$ cat src/rtl/seq_alu.sv
// Sequential ALU: single-cycle ADD/SUB/logic, WORD_SIZE-cycle restoring DIV (and shift-add MUL when SEQ_ALU_MUL_EN is defined).
// Latency 1 cycle (or WORD_SIZE+1 for DIV/MUL); result held while out_ready is low, new work accepted only in IDLE.
module seq_alu #(
  parameter int WORD_SIZE = 32
) (
  input  logic                 clk,
  input  logic                 rst_n,
  input  logic                 in_valid,
  output logic                 in_ready,
  input  logic [WORD_SIZE-1:0] A,
  input  logic [WORD_SIZE-1:0] B,
  input  logic [4:0]           ALU_Sel,
  output logic                 out_valid,
  input  logic                 out_ready,
  output logic [WORD_SIZE-1:0] ALU_Out,
  output logic [WORD_SIZE-1:0] ALU_Hi,
  output logic                 CarryOut,
  output logic                 Zero,
  output logic                 DivByZero
);

  localparam int W  = WORD_SIZE;
  localparam int CW = $clog2(W + 1);

  localparam logic [4:0] OP_ADD = 5'd0;
  localparam logic [4:0] OP_SUB = 5'd1;
  localparam logic [4:0] OP_DIV = 5'd2;
  localparam logic [4:0] OP_AND = 5'd3;
  localparam logic [4:0] OP_OR  = 5'd4;
  localparam logic [4:0] OP_XOR = 5'd5;

  typedef enum logic [1:0] {IDLE, ITER, DONE} state_t;

  state_t         state, state_nxt;
  logic [CW-1:0]  cnt;
  logic [W-1:0]   rem_q, lo_q, b_q;
  logic           accept, last_iter, is_div, is_mul, start_iter;

  logic [W:0]     sum;
  logic [W-1:0]   res, res_hi;
  logic           res_c, res_dbz;

  logic [W:0]     div_shift, div_diff;
  logic [W-1:0]   div_rem_n, div_quo_n;
  logic [W-1:0]   iter_hi, iter_lo;
  logic           fin_c;

`ifdef SEQ_ALU_MUL_EN
  localparam logic [4:0] OP_MUL = 5'd6;
  logic           mul_q;
  logic [W:0]     mul_sum;
  assign is_mul = (ALU_Sel == OP_MUL);
`else
  assign is_mul = 1'b0;
`endif

  assign in_ready   = (state == IDLE);
  assign out_valid  = (state == DONE);
  assign accept     = in_valid && in_ready;
  assign last_iter  = (cnt == CW'(W - 1));
  assign is_div     = (ALU_Sel == OP_DIV) && (B != '0);
  assign start_iter = is_div || is_mul;

  always_ff @(posedge clk or negedge rst_n) begin
    if (!rst_n) state <= IDLE;
    else        state <= state_nxt;
  end

  always_comb begin
    state_nxt = state;
    case (state)
      IDLE:    if (accept) state_nxt = start_iter ? ITER : DONE;
      ITER:    if (last_iter) state_nxt = DONE;
      DONE:    if (out_ready) state_nxt = IDLE;
      default: state_nxt = IDLE;
    endcase
  end

  // Single-cycle results; the DIV arm is only ever used for the B == 0 case.
  always_comb begin
    sum     = {1'b0, A} + {1'b0, B};
    res     = A;
    res_hi  = '0;
    res_c   = 1'b0;
    res_dbz = 1'b0;
    case (ALU_Sel)
      OP_ADD:  begin res = sum[W-1:0]; res_c = sum[W]; end
      OP_SUB:  begin res = A - B; res_c = (A >= B); end
      OP_DIV:  begin res = '1; res_hi = A; res_dbz = 1'b1; end
      OP_AND:  res = A & B;
      OP_OR:   res = A | B;
      OP_XOR:  res = A ^ B;
      default: res = A;
    endcase
  end

  // One restoring-division step: rem_q holds the partial remainder, lo_q the dividend shifting into quotient.
  always_comb begin
    div_shift = {rem_q, lo_q[W-1]};
    div_diff  = div_shift - {1'b0, b_q};
    if (!div_diff[W]) begin
      div_rem_n = div_diff[W-1:0];
      div_quo_n = {lo_q[W-2:0], 1'b1};
    end else begin
      div_rem_n = div_shift[W-1:0];
      div_quo_n = {lo_q[W-2:0], 1'b0};
    end
  end

  always_comb begin
    iter_hi = div_rem_n;
    iter_lo = div_quo_n;
    fin_c   = 1'b0;
`ifdef SEQ_ALU_MUL_EN
    mul_sum = {1'b0, rem_q} + (lo_q[0] ? {1'b0, b_q} : '0);
    if (mul_q) begin
      iter_hi = mul_sum[W:1];
      iter_lo = {mul_sum[0], lo_q[W-1:1]};
      fin_c   = (iter_hi != '0);
    end
`endif
  end

  always_ff @(posedge clk or negedge rst_n) begin
    if (!rst_n) begin
      cnt       <= '0;
      rem_q     <= '0;
      lo_q      <= '0;
      b_q       <= '0;
      ALU_Out   <= '0;
      ALU_Hi    <= '0;
      CarryOut  <= 1'b0;
      Zero      <= 1'b0;
      DivByZero <= 1'b0;
`ifdef SEQ_ALU_MUL_EN
      mul_q     <= 1'b0;
`endif
    end else if (accept) begin
      cnt   <= '0;
      rem_q <= '0;
      lo_q  <= is_mul ? B : A;
      b_q   <= is_mul ? A : B;
`ifdef SEQ_ALU_MUL_EN
      mul_q <= is_mul;
`endif
      if (!start_iter) begin
        ALU_Out   <= res;
        ALU_Hi    <= res_hi;
        CarryOut  <= res_c;
        Zero      <= (res == '0);
        DivByZero <= res_dbz;
      end
    end else if (state == ITER) begin
      cnt   <= cnt + CW'(1);
      rem_q <= iter_hi;
      lo_q  <= iter_lo;
      if (last_iter) begin
        ALU_Out   <= iter_lo;
        ALU_Hi    <= iter_hi;
        CarryOut  <= fin_c;
        Zero      <= (iter_lo == '0);
        DivByZero <= 1'b0;
      end
    end
  end

endmodule
$ cat config.mk
export PLATFORM = sky130hd
export DESIGN_NAME = seq_alu
export DESIGN_NICKNAME = d
export VERILOG_FILES = /design/src/rtl/seq_alu.sv
export SDC_FILE = /design/constraint.sdc
export NUM_CORES = 1
export LEC_CHECK = 0
export CAP_MARGIN = 0
export CELL_PAD_IN_SITES_DETAIL_PLACEMENT = 0
export CELL_PAD_IN_SITES_GLOBAL_PLACEMENT = 1
export CORE_AREA = 2 2 199 201
export CTS_CLUSTER_SIZE = 30
export DETAILED_ROUTE_END_ITERATION = 6
export DIE_AREA = 0 0 201 203
export PLACE_DENSITY_LB_ADDON = 0.1
export REMOVE_ABC_BUFFERS = 1
export SLEW_MARGIN = 15
export SYNTH_ARGS = -nofsm -noshare
export SYNTH_HDL_FRONTEND = slang
export SYNTH_SLANG_ARGS = --single-unit
$ cat constraint.sdc
create_clock -name clk -period 4 [get_ports clk]
set_clock_uncertainty 0.2 [all_clocks]
set_input_delay 0.8 -clock clk [delete_from_list [all_inputs] [get_ports clk]]
set_output_delay 0.8 -clock clk [all_outputs]
set_load 0.02 [all_outputs]
After elaboration in Yosys (flattened, before gate mapping) --
Cells that the tools add are included.
Word-level totals: flip-flop bits (word level) 171, output and inout bits 69, input port bits 73, logic and storage cells 76
Operators by class: $lt $le $gt $ge 1, bitwise operators 3, mux-type cells 35, reductions and logical operators 11, add/subtract/negate cells 4, equal/unequal tests 12
Operators with widths (number):
- 32-bit 2-to-1 mux | 14
- 32-bit one-hot mux with 6 select lines | 1
- 32-bit logical NOT | 2
- 32-bit by 32-bit adder with 33-bit output | 1
- 33-bit by 32-bit subtractor with 33-bit output | 1
- 32-bit AND | 1
- 32-bit >= comparator | 1
- 32-bit bitwise OR | 1
- 32-bit nonzero test | 1
- 32-bit subtractor | 1
- 32-bit bitwise XOR | 1
- 1-bit 2-to-1 mux | 12
- 6-bit 2-to-1 mux | 2
- 5-bit by 2-bit equality test with 1-bit output, second input constant | 2
- 5-bit by 3-bit equality test with 1-bit output, second input constant | 2
- 2-bit 2-to-1 mux | 4
- 6-bit by 1-bit adder with 6-bit output, second input constant | 1
- 6-bit by 5-bit equality test with 1-bit output, second input constant | 1
- 2-bit one-hot mux with 3 select lines | 1
- 3-bit AND reduction | 2
- 5-bit by 1-bit equality test with 1-bit output, second input constant | 1
- 5-bit logical NOT | 1
- 2-bit by 1-bit inequality test with 1-bit output, second input constant | 2
- 2-bit inequality test, second input constant | 2
- 6 further kinds | 8

Logic depth before layout (Yosys ltp) --
depth in word-level cells 6, depth in mapped cells 17, depth with buffers taken out 15

Least setup slack after synthesis --
OpenSTA, ideal clock, no wires.
kind input port to flip-flop, from in A[0], to reg Zero, arrival 3.876 ns, stages 15, setup time 0.067 ns, slack -0.143 ns, required time 3.733 ns, path buffers 0, cells stage by stage inv_1 > ha_1 > inv_1 > fa_1 > nor2b_1 > o311a_1 > o311a_4 > or4b_1 > a21o_1 > a21o_1 > a2111oi_2 > and4_1 > and4bb_1 > nand4_1 > nand2_1
On the way: longest elaborated chain between the ends 5, elaborated cells between the ends (all ways) 9, those cells by class add/sub (2); mux (3); bitwise (3); reduce/logical (1)
Ends and longest elaborated chain:
- start, declared | RTL line 10 | input logic [WORD_SIZE-1:0] A,
- 32-bit subtractor (tied with other cells) | RTL line 88 | OP_SUB: begin res = A - B; res_c = (A >= B); end
- 32-bit one-hot mux with 6 select lines (*) | RTL line 86 | case (ALU_Sel)
- 32-bit logical NOT (*) | RTL line 150 | Zero <= (res == '0);
- 1-bit 2-to-1 mux (*) | RTL line 146 | if (!start_iter) begin
- 1-bit 2-to-1 mux (*) | RTL line 138 | end else if (accept) begin
- end signal, assigned | RTL line 150
- end signal, assigned | RTL line 161 | Zero <= (iter_lo == '0);
- end, declared | RTL line 18 | output logic Zero,
Mark *: on every way between the ends. The rest lies on a longest branch, timed or not. The select of a mux whose other input is x is not followed. A chain may end at the register's enable or synchronous reset.

Worst setup path after layout --
Ends and elaborated chain as after synthesis.

==> run_results.csv <==
group,metric,value,unit
clocking,cts_num_sinks,171,
synth,syn_inst,1941,
timing,worst_pin_slew,0.966,ns
floorplan,dieArea,0.0408,sq mm
final_layout,layout.cells.non_filler,3070,
setup_path,cp.arrival,4.37,ns
floorplan,io_pins,142,
synth,postSynthAreaPerCell,7.85,sq um
synth,synth_area_leaders,"dfrtp_1 28%, ha_1 11%, o21ai_0 5.8%, nand2_1 5.1%, a21oi_1 4.4%",
synth,ys_types,80,
floorplan,dieWidth,201,um
synth,synth_compound_area_share,31.3,%
floorplan,std_cell_rows,72,
clocking,clk_path_buf_depth,2,
final_layout,area_growth_syn_to_layout,49.6,%
worst_hold_path,hp-class,"in2async",
setup_path,path_cells,"buf_8 > inv_6 > ha_4 > inv_2 > fa_2 > nor2b_4 > o311a_4 > o311a_4 > or4b_1 > a21o_1 > a21o_1 > a2111oi_4 > buf_4 > and4_4 > and4bb_1 > nand4_1 > nand2_1",
timing,slew_headroom,35.6,%
setup_path,required,4.19,ns
power_and_ir_drop,seqPwrFrac,31.2,%
global_routing,grt_pass1_wl,108,mm
synth,synth_top_family_by_area,"compound AO/OA/AOI/OAI gates",
synth,synth_top_area_share,28.1,%
synth,synth_area_leader_cell,"dfrtp_1",
setup_path,critPathSlowestCell,"or4b_1",
synth,synth_mux_area_share,2.07,%
global_routing,antenna_found_initial,1,
global_routing,overflow,0,
routing,drc,0,
synth,synth.most_common_cell,"nand2_1",
run,maxCapViolCount,0,
floorplan,die_h,203,um
setup_path,worst_r2r_path_depth,17,
synth,synth_fa_ha_area_share,11.7,%
synth,synth_edf_count,0,
timing,rsz0062_at_grt,"yes",
timing,drv_slew,0,
timing,finalCriticalPeriod,4.18,ns
synth,netlist_area,0.0152,sq mm
power_and_ir_drop,vdd_drop_max,0.354,mV
synth,synth-seq-cells,171,
power_and_ir_drop,power.density,368,mW/mm^2
synth,synth-xor-area-share,2.30,%
routing,drt_iter0_drc,1823,
outcome,status,"finished with violations",
synth,async_reset_ff_share,100,%
setup_path,endpoint_kind,"register",
timing,finalHoldViolations,0,
setup_path,crit_path_max_fanout,3,
clocking,cts_root_buf,"clkbuf_16",
final_layout,antenna_cells,0,
floorplan,core_area,0.0385,sq mm
synth,synthSimpleGateAreaFrac,18.2,%
timing,finalCritPeriodShare,104,%
synth,ys_seq_area_share,28.1,%
power_and_ir_drop,switchingPower,3.45,mW
routing,dr.pass1.iters,6,
placed_design,gp_congestion,0.995,
routing,routedWlPerCell,23.9,um
timing,setup_slack,-0.176,ns
routing,viasPerCell,5.86,
global_routing,first_global_vias,17458,
floorplan,initial_core_util,39.6,%
outcome,violations,"negative setup slack",
power_and_ir_drop,pwr-share-clk,19.3,%
clocking,cts-htree-levels,4,
power_and_ir_drop,switching_share,41.1,%
placed_design,port_buffers,141,
placed_design,dpl.hpwl,58.9,mm
placed_design,dp.cells,3010,
global_routing,grt_usage,35.0,%
global_routing,grt_max_degree,89,
routing,routed_wl,73.3,mm
setup_path,crit_type,"in2reg",
clocking,clock_latency,0.45,ns
clocking,cts_made_buffers,17,
final_layout,num-nets-final,2753,
clocking,tritoncts,"built",
power_and_ir_drop,combPwrFrac,49.5,%
synth,synthTopCellsByCount,"209 x nand2_1, 177 x o21ai_0, 171 x dfrtp_1",
synth,ys.flop_type,"dfrtp_1",
routing,drtAntennaViolNets,0,
power_and_ir_drop,leakage,10.6,nW
placed_design,pre_cts_slack,-1.20,ns
routing,via_count,18005,
clocking,clk_pin_slew,0.07,ns
power_and_ir_drop,p_total,8.39,mW
timing,fmax,239,MHz
synth,yosys_warnings,0,
setup_path,startpoint_type,"input pin",
timing,final-setup-viol-count,1,
power_and_ir_drop,p_int,4.94,mW
final_layout,drive_above_1_share,29.6,%
setup_path,cpPeakStageDelay,0.51,ns
power by group through the flow:
stage          Combinational [mW]  Clock [mW]  Sequential [mW]
2_1_floorplan                1.79           0             2.67
3_3_place_gp                 3.74           0             2.62
3_5_place_dp                 3.79           0             2.63
4_1_cts                      3.89        1.65             2.60
5_1_grt                      4.45        1.71             2.65
6_report                     4.16        1.62             2.61
metal layers:
| layer | vias to the layer above | share of wire, % | wire length, um | track usage, % |
|---|---|---|---|---|
| met3 | 129 | 7.2 | 5270 | 4.37 |
| met2 | 813 | 44 | 32200 | 54.0 |
| met4 | 2 | 3.5 | 2570 | 12.2 |
| met5 | - | 0.018 | 13 | 0 |
| met1 | 8758 | 45 | 33300 | 50.4 |
| li1 | 8303 | - | - | - |
repair_timing:
action                     CTS  global route
cloned                       0             3
hold endpoints to repair     0             0
setup buffers                6            20
gates resized for setup    106           146
pin swaps                   21            38
setup endpoints to repair   64            75
hold buffers                 0             0
placed cells by master, fill, tap and decap left out, drive strengths merged, types with 17 or more instances in the layout:
master,count
buf,549
nand2,209
o21ai,179
dfrtp,171
inv,143
nor2,140
ha,138
a21oi,135
clkdlybuf4s50,114
a22oi,90
nor3,42
a211oi,42
nand3,37
a21o,34
xnor2,32
nor4,30
mux2i,27
nor2b,26
clkbuf,25
nand2b,24
nand4,23
o21a,18
o31ai,18
o21bai,17
a31oi,17
layout make-up:
type                    count  area, sq um
repair buffers            689         5820
well taps                 518          648
clock inverters            11         95.1
clock buffers              21          470
flip-flops and latches    171         4280
multi-input cells        1514        10900
fillers                  3560        15700
inverters                 146          557
per-stage QoR:
stage	TNS (ns)	instance area [sq um]	hold WS, ns	utilization (%)
2_1_floorplan	-882.10	14800	0.249	-
3_3_place_gp	-15.98	21000	0.262	54.6
3_5_place_dp	-18.12	21000	0.270	54.6
4_1_cts	-0.218	22000	0.227	57.1
5_1_grt	-0.387	22800	0.257	59.3
6_report	-0.176	22800	0.185	59.3
flip-flops by register name, summed over array words and instances, names as in the netlist:
| signal | flops |
|---|---|
| cnt | 6 |
| Zero | 1 |
| rem_q | 32 |
| ALU_Out | 32 |
| ALU_Hi | 32 |
| DivByZero | 1 |
| b_q | 32 |
| CarryOut | 1 |
| state | 2 |
| lo_q | 32 |
critical path, delay by kind of cell:
family | cells | cell delay [ns]
AOI/OAI and AO/OA | 5 | 1.46
adders and majority gates | 2 | 0.47
buffers and inverters | 4 | 0.36
and+or+nand+nor | 6 | 1.28
final timing paths:
check | start | endpoint | slack (ns)
setup / recovery | A[0] | Zero | -0.18
hold / removal | rst_n | b_q[5] | 0.19
setup reg to reg | lo_q[31] | rem_q[6] | 0.09
hold reg to reg | DivByZero | DivByZero | 0.29
max in group asynchronous | rst_n | lo_q[24] | 2.43
min in group clk | DivByZero | DivByZero | 0.29
cell families after synthesis:
group / count (synthesis)
buffers and inverters: 256
adders and majority gates: 141
muxes: 31
and+or+nand+nor: 591
xor gates and xnor gates: 40
AOI/OAI and AO/OA: 711
DFF: 171
Power figures use the tool's default switching activity.
